[src/rtl/regfile_port_arbiter_if.sv]
// ---------------------------------------------------------------------------
// regfile_port_arbiter_if
//
// Purpose:
//   Test/debug side channel of the register-file port arbiter. It bundles the
//   ownership handshake (tst_req/tst_gnt) and the valid/ready operation
//   channel (tst_valid/tst_ready plus op fields) together with the read
//   response (tst_rvalid/tst_rdata).
//
// Signals:
//   tst_req     requester -> arbiter  ownership request (level)
//   tst_gnt     arbiter -> requester  requester currently owns the regfile
//   tst_valid   requester -> arbiter  operation valid
//   tst_ready   arbiter -> requester  operation accepted this cycle
//   tst_we      requester -> arbiter  1 = write, 0 = read
//   tst_reg     requester -> arbiter  register index
//   tst_wdata   requester -> arbiter  write data
//   tst_rvalid  arbiter -> requester  read data valid (1-cycle pulse)
//   tst_rdata   arbiter -> requester  registered read data
//   tst_err     arbiter -> requester  r0 write rejected (1-cycle pulse),
//                                     present only with REGFILE_ARB_R0_PROTECT_EN
//
// Modports:
//   master  the test/debug requester
//   slave   the arbiter
//
// Optional feature macro: REGFILE_ARB_R0_PROTECT_EN
// ---------------------------------------------------------------------------
interface regfile_port_arbiter_if #(
  parameter int ADDR_W = 5,
  parameter int DATA_W = 32
);

  logic              tst_req;
  logic              tst_gnt;
  logic              tst_valid;
  logic              tst_ready;
  logic              tst_we;
  logic [ADDR_W-1:0] tst_reg;
  logic [DATA_W-1:0] tst_wdata;
  logic              tst_rvalid;
  logic [DATA_W-1:0] tst_rdata;
`ifdef REGFILE_ARB_R0_PROTECT_EN
  logic              tst_err;
`endif

`ifdef REGFILE_ARB_R0_PROTECT_EN
  modport master (
    output tst_req, tst_valid, tst_we, tst_reg, tst_wdata,
    input  tst_gnt, tst_ready, tst_rvalid, tst_rdata, tst_err
  );

  modport slave (
    input  tst_req, tst_valid, tst_we, tst_reg, tst_wdata,
    output tst_gnt, tst_ready, tst_rvalid, tst_rdata, tst_err
  );
`else
  modport master (
    output tst_req, tst_valid, tst_we, tst_reg, tst_wdata,
    input  tst_gnt, tst_ready, tst_rvalid, tst_rdata
  );

  modport slave (
    input  tst_req, tst_valid, tst_we, tst_reg, tst_wdata,
    output tst_gnt, tst_ready, tst_rvalid, tst_rdata
  );
`endif

endinterface

[src/rtl/regfile_port_arbiter.sv]
// ---------------------------------------------------------------------------
// regfile_port_arbiter
//
// Purpose:
//   Shares one register-file port set (one write port, read ports A/B)
//   between the processor core and a test/debug requester. The core owns the
//   regfile by default. When the test side requests ownership the core is
//   stalled, in-flight core writebacks are allowed to retire for a fixed drain
//   window, and then the test side gets a valid/ready read/write channel.
//   Dropping the request hands the regfile back to the core.
//
// Parameters:
//   ADDR_W        register index width
//   DATA_W        register data width
//   DRAIN_CYCLES  cycles core writebacks may retire after stall, before grant
//                 (a value of 0 behaves as 1)
//
// Ports:
//   clock                 system clock, rising edge
//   reset                 asynchronous reset, active low
//   core_we/wreg/wdata    core write port
//   core_rregA/B          core read indices
//   core_rdataA/B         read data to the core (pass-through of rf_rdataA/B)
//   core_stall            core must hold its pipeline
//   tst                   test/debug channel (regfile_port_arbiter_if.slave)
//   rf_we/wreg/wdata      regfile write port
//   rf_rregA/B            regfile read indices
//   rf_rdataA/B           regfile combinational read data
//
// Optional feature macro: REGFILE_ARB_R0_PROTECT_EN
//   When defined, test writes to register 0 are accepted but dropped, and
//   tst.tst_err pulses one cycle after such an accept.
// ---------------------------------------------------------------------------
module regfile_port_arbiter #(
  parameter int ADDR_W       = 5,
  parameter int DATA_W       = 32,
  parameter int DRAIN_CYCLES = 4
) (
  input  logic                  clock,
  input  logic                  reset,

  input  logic                  core_we,
  input  logic [ADDR_W-1:0]     core_wreg,
  input  logic [DATA_W-1:0]     core_wdata,
  input  logic [ADDR_W-1:0]     core_rregA,
  input  logic [ADDR_W-1:0]     core_rregB,
  output logic [DATA_W-1:0]     core_rdataA,
  output logic [DATA_W-1:0]     core_rdataB,
  output logic                  core_stall,

  regfile_port_arbiter_if.slave tst,

  output logic                  rf_we,
  output logic [ADDR_W-1:0]     rf_wreg,
  output logic [DATA_W-1:0]     rf_wdata,
  output logic [ADDR_W-1:0]     rf_rregA,
  output logic [ADDR_W-1:0]     rf_rregB,
  input  logic [DATA_W-1:0]     rf_rdataA,
  input  logic [DATA_W-1:0]     rf_rdataB
);

  // A zero-length drain window still spends one cycle in DRAIN so the stall
  // is always visible to the core before the test side takes over.
  localparam int DRAIN_LOAD = (DRAIN_CYCLES < 1) ? 1 : DRAIN_CYCLES;
  localparam int CNT_W      = $clog2(DRAIN_LOAD + 1);

  typedef enum logic [1:0] {
    CORE  = 2'd0,
    DRAIN = 2'd1,
    TEST  = 2'd2
  } arbState_t;

  arbState_t         state_q, state_d;
  logic [CNT_W-1:0]  drainCnt_q, drainCnt_d;
  logic              gnt_q;
  logic              stall_q;
  logic              rdValid_q;
  logic [DATA_W-1:0] rdData_q;

  logic              inTest;
  logic              tstReady;
  logic              accept;
  logic              wrAccept;
  logic              rdAccept;
  logic              wrCommit;

  // Next-state logic for ownership. The drain counter is loaded on leaving
  // CORE and the hand-over to TEST happens on the edge where it reaches 0,
  // giving exactly DRAIN_LOAD cycles of DRAIN.
  always_comb begin
    state_d    = state_q;
    drainCnt_d = drainCnt_q;
    unique case (state_q)
      CORE: begin
        if (tst.tst_req) begin
          state_d    = DRAIN;
          drainCnt_d = CNT_W'(DRAIN_LOAD);
        end
      end
      DRAIN: begin
        if (!tst.tst_req) begin
          state_d    = CORE;
          drainCnt_d = '0;
        end else if (drainCnt_q <= CNT_W'(1)) begin
          state_d    = TEST;
          drainCnt_d = '0;
        end else begin
          drainCnt_d = drainCnt_q - CNT_W'(1);
        end
      end
      TEST: begin
        if (!tst.tst_req) begin
          state_d = CORE;
        end
      end
      default: begin
        state_d    = CORE;
        drainCnt_d = '0;
      end
    endcase
  end

  // Ownership FSM registers. Grant and stall are registered from the next
  // state so they change on the same edge as the state itself.
  always_ff @(posedge clock or negedge reset) begin
    if (!reset) begin
      state_q    <= CORE;
      drainCnt_q <= '0;
      gnt_q      <= 1'b0;
      stall_q    <= 1'b0;
    end else begin
      state_q    <= state_d;
      drainCnt_q <= drainCnt_d;
      gnt_q      <= (state_d == TEST);
      stall_q    <= (state_d != CORE);
    end
  end

  // Test channel handshake. Ready follows the request level only while the
  // test side owns the port, so a dropped request refuses ops immediately.
  assign inTest   = (state_q == TEST);
  assign tstReady = inTest & tst.tst_req;
  assign accept   = tst.tst_valid & tstReady;
  assign wrAccept = accept & tst.tst_we;
  assign rdAccept = accept & ~tst.tst_we;

`ifdef REGFILE_ARB_R0_PROTECT_EN
  logic r0Hit;
  logic err_q;

  // Writes to r0 complete the handshake but never reach the regfile.
  assign r0Hit    = wrAccept & (tst.tst_reg == '0);
  assign wrCommit = wrAccept & ~r0Hit;
`else
  assign wrCommit = wrAccept;
`endif

  // Regfile port mux. The core drives everything outside TEST, including
  // during DRAIN so writebacks already in the pipe still land. In TEST the
  // write port and read port A belong to the test side; port B stays with
  // the core since the test channel only ever reads through port A.
  always_comb begin
    rf_we    = core_we;
    rf_wreg  = core_wreg;
    rf_wdata = core_wdata;
    rf_rregA = core_rregA;
    rf_rregB = core_rregB;
    if (inTest) begin
      rf_we    = wrCommit;
      rf_wreg  = tst.tst_reg;
      rf_wdata = tst.tst_wdata;
      rf_rregA = tst.tst_reg;
    end
  end

  // Read response: capture port A on the accept edge and pulse valid for one
  // cycle. Not gated by state so a read accepted on the final TEST cycle
  // still returns after ownership has moved back to the core.
  always_ff @(posedge clock or negedge reset) begin
    if (!reset) begin
      rdValid_q <= 1'b0;
      rdData_q  <= '0;
    end else begin
      rdValid_q <= rdAccept;
      if (rdAccept) begin
        rdData_q <= rf_rdataA;
      end
    end
  end

`ifdef REGFILE_ARB_R0_PROTECT_EN
  // Error pulse for a rejected r0 write, aligned like a read response.
  always_ff @(posedge clock or negedge reset) begin
    if (!reset) begin
      err_q <= 1'b0;
    end else begin
      err_q <= r0Hit;
    end
  end

  assign tst.tst_err = err_q;
`endif

  assign tst.tst_gnt    = gnt_q;
  assign tst.tst_ready  = tstReady;
  assign tst.tst_rvalid = rdValid_q;
  assign tst.tst_rdata  = rdData_q;

  assign core_stall  = stall_q;
  assign core_rdataA = rf_rdataA;
  assign core_rdataB = rf_rdataB;

  // The test side never holds the port without the core being stalled, and
  // the grant flag always tracks the TEST state.
  gntImpliesStall : assert property (
    @(posedge clock) disable iff (!reset) tst.tst_gnt |-> core_stall
  );

  gntTracksState : assert property (
    @(posedge clock) disable iff (!reset) (state_q == TEST) == tst.tst_gnt
  );

endmodule

[src/flat_wrapper.sv]
// flat-port wrapper written by rule: the top's interface ports become plain ports
module regfile_port_arbiter_flat 
#(
  parameter int ADDR_W       = 5,
  parameter int DATA_W       = 32,
  parameter int DRAIN_CYCLES = 4
)
  (clock, reset, core_we, core_wreg, core_wdata, core_rregA, core_rregB, core_rdataA, core_rdataB, core_stall, rf_we, rf_wreg, rf_wdata, rf_rregA, rf_rregB, rf_rdataA, rf_rdataB, tst_tst_req, tst_tst_valid, tst_tst_we, tst_tst_reg, tst_tst_wdata, tst_tst_gnt, tst_tst_ready, tst_tst_rvalid, tst_tst_rdata);
  regfile_port_arbiter_if #(.ADDR_W(ADDR_W), .DATA_W(DATA_W)) tst_i ();
  input  logic clock;
  input  logic reset;
  input  logic core_we;
  input  logic [ADDR_W-1:0] core_wreg;
  input  logic [DATA_W-1:0] core_wdata;
  input  logic [ADDR_W-1:0] core_rregA;
  input  logic [ADDR_W-1:0] core_rregB;
  output logic [DATA_W-1:0] core_rdataA;
  output logic [DATA_W-1:0] core_rdataB;
  output logic core_stall;
  output logic rf_we;
  output logic [ADDR_W-1:0] rf_wreg;
  output logic [DATA_W-1:0] rf_wdata;
  output logic [ADDR_W-1:0] rf_rregA;
  output logic [ADDR_W-1:0] rf_rregB;
  input  logic [DATA_W-1:0] rf_rdataA;
  input  logic [DATA_W-1:0] rf_rdataB;
  input wire logic [$bits(tst_i.tst_req)-1:0] tst_tst_req;
  input wire logic [$bits(tst_i.tst_valid)-1:0] tst_tst_valid;
  input wire logic [$bits(tst_i.tst_we)-1:0] tst_tst_we;
  input wire logic [$bits(tst_i.tst_reg)-1:0] tst_tst_reg;
  input wire logic [$bits(tst_i.tst_wdata)-1:0] tst_tst_wdata;
  output wire logic [$bits(tst_i.tst_gnt)-1:0] tst_tst_gnt;
  output wire logic [$bits(tst_i.tst_ready)-1:0] tst_tst_ready;
  output wire logic [$bits(tst_i.tst_rvalid)-1:0] tst_tst_rvalid;
  output wire logic [$bits(tst_i.tst_rdata)-1:0] tst_tst_rdata;
  assign tst_i.tst_req = tst_tst_req;
  assign tst_i.tst_valid = tst_tst_valid;
  assign tst_i.tst_we = tst_tst_we;
  assign tst_i.tst_reg = tst_tst_reg;
  assign tst_i.tst_wdata = tst_tst_wdata;
  assign tst_tst_gnt = tst_i.tst_gnt;
  assign tst_tst_ready = tst_i.tst_ready;
  assign tst_tst_rvalid = tst_i.tst_rvalid;
  assign tst_tst_rdata = tst_i.tst_rdata;
  regfile_port_arbiter #(.ADDR_W(ADDR_W), .DATA_W(DATA_W), .DRAIN_CYCLES(DRAIN_CYCLES)) u_core (.clock(clock), .reset(reset), .core_we(core_we), .core_wreg(core_wreg), .core_wdata(core_wdata), .core_rregA(core_rregA), .core_rregB(core_rregB), .core_rdataA(core_rdataA), .core_rdataB(core_rdataB), .core_stall(core_stall), .tst(tst_i), .rf_we(rf_we), .rf_wreg(rf_wreg), .rf_wdata(rf_wdata), .rf_rregA(rf_rregA), .rf_rregB(rf_rregB), .rf_rdataA(rf_rdataA), .rf_rdataB(rf_rdataB));
endmodule
[config.mk]
export PLATFORM = sky130hd
export DESIGN_NAME = regfile_port_arbiter_flat
export DESIGN_NICKNAME = d
export VERILOG_FILES = /design/src/rtl/regfile_port_arbiter_if.sv /design/src/rtl/regfile_port_arbiter.sv /design/src/flat_wrapper.sv
export SDC_FILE = /design/constraint.sdc
export NUM_CORES = 1
export LEC_CHECK = 0
export BUFFER_PORTS_ARGS = -buffer_cell sky130_fd_sc_hd__buf_2
export CAP_MARGIN = 10
export CELL_PAD_IN_SITES_DETAIL_PLACEMENT = 1
export CELL_PAD_IN_SITES_GLOBAL_PLACEMENT = 1
export CORE_MARGIN = 5
export CORE_UTILIZATION = 21
export CTS_CLUSTER_DIAMETER = 200
export DETAILED_ROUTE_END_ITERATION = 10
export GPL_ROUTABILITY_DRIVEN = 0
export HOLD_SLACK_MARGIN = 0.12
export PLACE_DENSITY_LB_ADDON = 0.12
export REMOVE_ABC_BUFFERS = 1
export SYNTH_ARGS = -nofsm -noshare
export SYNTH_HDL_FRONTEND = slang
export SYNTH_SLANG_ARGS = --single-unit
[constraint.sdc]
create_clock -name clock -period 2.2 [get_ports clock]
set_clock_uncertainty 0.1 [all_clocks]
set_input_delay 0.22 -clock clock [delete_from_list [all_inputs] [get_ports clock]]
set_output_delay 0.22 -clock clock [all_outputs]
set_load 0.01 [all_outputs]
# Yosys cells after proc, flatten, opt, wreduce, memory -nomap -nowiden
# Cells that the tools add are included.
[classes]
order_cmp = 1
n_eq_ne = 4
n_addsub = 1
mul = 0
muxes = 13
shifts = 0
n_div = 0
n_bitwise = 6
reduce_logical = 3
[ops]
columns = ["cell", "n"]
rows = [
  ["$mux 32", 1],
  ["$mux 5", 2],
  ["$mux 3", 3],
  ["$pmux 3 s3", 1],
  ["$mux 2", 4],
  ["$pmux 2 s3", 1],
  ["$and 1x1->1", 4],
  ["$eq 2x2->1 const B", 2],
  ["$le 3x1->1 const B", 1],
  ["$sub 3x1->3 const B", 1],
  ["$eq 2x1->1 const B", 1],
  ["$logic_not 2->1", 1],
  ["$ne 2x2->1 const B", 1],
  ["$not 1->1", 2],
  ["$reduce_and 2->1", 1],
  ["$reduce_bool 2->1", 1],
  ["$mux 1", 1],
]
[totals]
memories = 0
mem_bits_ro = 0
input_bits = 154
latchBits = 0
register_bits = 40
wordCells = 34
mem_bits_rw = 0

# Longest topological paths before layout
[depth]
ltp_word = 5
depth_mapped = 6
mapped_depth_nobuf = 5

# Worst setup path before layout
# OpenSTA, ideal clock, no wires.
[synth_path]
kind = "register -> register"
start = "reg u_core.state_q[0]"
end = "reg u_core.rdData_q[0], in the netlist u_core.tst.tst_rdata[0]"
t_required_ns = 1.975
setup_slack_ns = 0.446
t_arrival_ns = 1.529
n_path_buf = 3
path_stages_with_launch = 7
period_less_slack_ns = 1.754
setup_ns = 0.125
cell_sequence = "dfrtp_1 > buf_6 > nand2b_4 > buf_6 > nor3_4 > buf_6 > mux2_2"
[synth_between]
elab_chain_cells = 4
[synth_lines]
columns = ["element", "line", "source"]
rows = [
  ["start: declaration", "regfile_port_arbiter.sv:73", "arbState_t state_q, state_d;"],
  ["start signal: assignment", "regfile_port_arbiter.sv:132", "state_q <= state_d;"],
  ["$eq 2x2->1", "regfile_port_arbiter.sv:141", "assign inTest = (state_q == TEST);"],
  ["$and 1x1->1", "regfile_port_arbiter.sv:142", "assign tstReady = inTest & tst.tst_req;"],
  ["$and 1x1->1", "regfile_port_arbiter.sv:143", "assign accept = tst.tst_valid & tstReady;"],
  ["$and 1x1->1", "regfile_port_arbiter.sv:145", "assign rdAccept = accept & ~tst.tst_we;"],
  ["end signal: assignment", "regfile_port_arbiter.sv:186", "rdData_q <= rf_rdataA;"],
  ["end: declaration", "regfile_port_arbiter.sv:78", "logic [DATA_W-1:0] rdData_q;"],
]
# Every way passes these cells.
# A chain may end at the register's enable or synchronous reset.

# Worst setup path in the final report
[layout_path]
start = "reg u_core.state_q[0]"
end = "out rf_rregA[4]"
[layout_between]
elab_chain_cells = 2
[layout_lines]
columns = ["element", "line", "source"]
rows = [
  ["$eq 2x2->1", "regfile_port_arbiter.sv:141", ""],
  ["$mux 5", "regfile_port_arbiter.sv:168", "if (inTest) begin"],
  ["end: declaration", "flat_wrapper.sv:23", "output logic [ADDR_W-1:0] rf_rregA;"],
]
# Every way passes these cells.

==> qor.txt <==
Outcome: finished, final reports clean
Arr. time, crit path: 1.68 ns
Multi-input gate area: 1000 µm²
DRC: 0
Die area: 14800 µm²
Clock buffer count from CTS: 5
Crit path launch type: flip-flop
Hold Crit Class: primary input to flip-flop
CP max FO: 29
Yosys reg bits: 40
Largest family of logic cells by synthesized area: buffers and inverters
Post-synthesis cell area: 2620 µm²
Congestion Overflow GR: 0
DR vias/cell: 4.09
Count of final max-slew check failures: 0
Iteration-0 DRC Markers: 43
Synth Area in Adders: 0.00954
Pre-CTS setup slack: 0.371 ns
Worst rel slew slack: 0.603
Routed Antenna Nets: 0
Fill cells: 1527
Hold WS: 0.124 ns
Via count: 2707
Pint: 0.00238 W
Die H: 122 µm
First-pass GRT wire length: 16.5 mm
Clock insertion delay at the later pin of the skew report: 0.28 ns
Post-Synth Simple-Gate Area: 0.200
Post-Layout Cell Count: 662
Crit end category: primary output
Initial antenna violation count: 0
Worst Tran Pin Value: 0.596 ns
Max Clk Rate: 0.500 GHz
Cell count after placement: 621
Number of sinks on the clock net: 40
Final hold vios: 0
Clock Tree Root: clkbuf_16
DIE WIDTH: 122 µm
CORE AREA: 12100 µm²
Synth Area in Compound Gates: 0.0344
Clock power frac: 0.240
Sw Share: 0.354
Hpwl dp: 9.45 mm
Layout cells sized above 1: 0.561
Worst vdd ir: 0.000365 V
Slack of the critical path: 0.199 ns
Syn. warnings: 0
Inserted Diodes: 0
Crit-path cells: nand2b_4 > buf_6 > nand2_1 > nand2_1 > buf_2
Final WL: 11.6 mm
Starting Density: 0.217
Crit Path Class: flip-flop to primary output
Final Setup Violations: 0
Pin count of the biggest net entering global routing: 38
Htree depth: 2
CP max stage delay: 0.51 ns
Max Cap Viol: 0
Comb pwr share: 0.444
Final min period: 2.00 ns
RSZ-0062 raised after global routing: false
PortBufs: 227
Crit-path slowest cell: dfrtp_1
Tot GR Track Use: 0.147
Cells after Synth: 303
Reg area: 1000 µm²
Sequential fraction of the synthesis area: 0.382
Commonest non-fill, non-tap cell in the layout: buf_2
CTS tree: done
Pwr per Cell Area: 935 nW/µm²
Required time worst endpoint: 1.88 ns
Row count: 40
Synthesis-to-layout area growth: 50.4%
Tcrit/Tclk final: 0.910
Vias in the first global route: 2866
P_sw: 0.00131 W
Synth unique cells: 28
Boundary Pins: 302
Clk pin slew, worst setup/hold paths: 0.06 ns
Syn Area/Cell: 8.66 µm²
Mux contribution to synthesized area: 0.137
Seq pwr share: 0.317
Static Leakage: 2.30 nW
Most frequent cells in the layout: 227 x buf_2, 122 x nand2_1, 40 x dfrtp_1
# Post-CTS Setup Buffers: 0
Pre-Repair DR Iteration Count: 4
Buffer depth of the longest clock path: 2
Final nets: 649
Setup_tns: 0 ns
DR WL/cell: 17.6 µm
CP dominant cell by count: nand2_1
Area share of xor/xnor cells in the synthesized design: 0
-- worst paths after layout --
path | startpoint | end | slack [ns] | depth (start not counted)
hold / removal | tst_tst_req | u_core.core_stall | 0.12 | 2
setup / recovery | u_core.state_q[0] | rf_rregA[4] | 0.20 | 5
setup reg to reg | u_core.state_q[0] | u_core.tst.tst_rdata[24] | 0.37 | 4
max in group asynchronous | reset | u_core.tst.tst_rdata[17] | 1.06 | 3
min in group asynchronous | reset | u_core.tst.tst_rdata[1] | 0.37 | 2
hold reg to reg | u_core.tst.tst_rdata[1] | u_core.tst.tst_rdata[1] | 0.38 | 1
-- area by class of cell --
type,instances,share of cell area
multi-input cells,177,0.254
clock inverters,1,0.00761
inverters,4,0.00381
flip-flops and latches,40,0.254
clock buffers,7,0.0387
repair buffers,265,0.389
well taps,168,0.0533
-- routing by layer --
metal,global-route usage,routed length [µm]
met1,0.163,4290
met2,0.233,5420
met3,0.0984,1720
met4,0.0315,148
met5,0.0451,61
-- registers in the layout, indices dropped and copies added (netlist names) --
signal / flops
u_core.drainCnt_q: 3
u_core.core_stall: 1
u_core.tst.tst_rdata: 32
u_core.tst.tst_gnt: 1
u_core.tst.tst_rvalid: 1
u_core.state_q: 2
-- kinds of logic after synthesis --
| kind of cell | count (synthesis) |
|---|---|
| compound gates | 12 |
| buf+inv | 86 |
| mux | 32 |
| simple gates | 131 |
| fa+ha+maj | 2 |
| flops | 40 |
-- power groups by stage --
stage	clock, W	combinational [W]	sequential (W)
after floorplan	0	0.000689	0.00128
after detailed placement	0	0.00163	0.00118
after global placement	0	0.00161	0.00118
final	0.000884	0.00164	0.00117
after global routing	0.000953	0.00181	0.00122
after CTS	0.000911	0.00167	0.00118
-- stage by stage --
stage / utilization / area [µm²] / total power, W
detailed placement: 0.283 / 3430 / 0.00281
finish: 0.326 / 3950 / 0.00369
CTS: 0.325 / 3940 / 0.00376
global route: 0.326 / 3950 / 0.00398
floorplan: - / 2020 / 0.00197
global placement: 0.283 / 3430 / 0.00279
-- critical path: cells and delay by family, from the launching register on --
kind	cells	cell delay, ns
buffers and inverters	2	0.40
and+or+nand+nor	3	0.47
DFF	1	0.51
-- synthesized netlist by cell type --
| cell | n | area (µm²) |
|---|---|---|
| a22o_1 | 1 | 8.76 |
| nand3_1 | 1 | 5.00 |
| a21oi_1 | 1 | 5.00 |
| o32ai_1 | 1 | 8.76 |
| o21ai_0 | 2 | 10.0 |
| o211ai_1 | 1 | 7.51 |
| nand2b_1 | 1 | 6.26 |
| o2bb2ai_1 | 1 | 8.76 |
| buf_6 | 5 | 56.3 |
| mux2_1 | 1 | 11.3 |
| nand2b_4 | 1 | 13.8 |
| buf_2 | 1 | 5.00 |
| a31oi_1 | 1 | 6.26 |
| o21ba_2 | 1 | 10.0 |
| nor2_1 | 2 | 7.51 |
| inv_1 | 4 | 15.0 |
| a21boi_0 | 1 | 7.51 |
| mux2_2 | 31 | 349 |
| clkbuf_1 | 4 | 15.0 |
| dfrtp_1 | 40 | 1000 |
| buf_4 | 69 | 518 |
| nand2_1 | 122 | 458 |
| and2_1 | 1 | 6.26 |
| a31o_2 | 2 | 17.5 |
| ha_1 | 2 | 25.0 |
| nor2b_1 | 2 | 12.5 |
| nor3_4 | 1 | 16.3 |
| buf_1 | 3 | 11.3 |
-- repair_timing --
item,in CTS,in global routing
hold buffers,33,0
resized for setup,0,1
endpoints found under the hold margin,57,0
setup endpoints to repair,0,29
(Power assumes the default switching activity.)
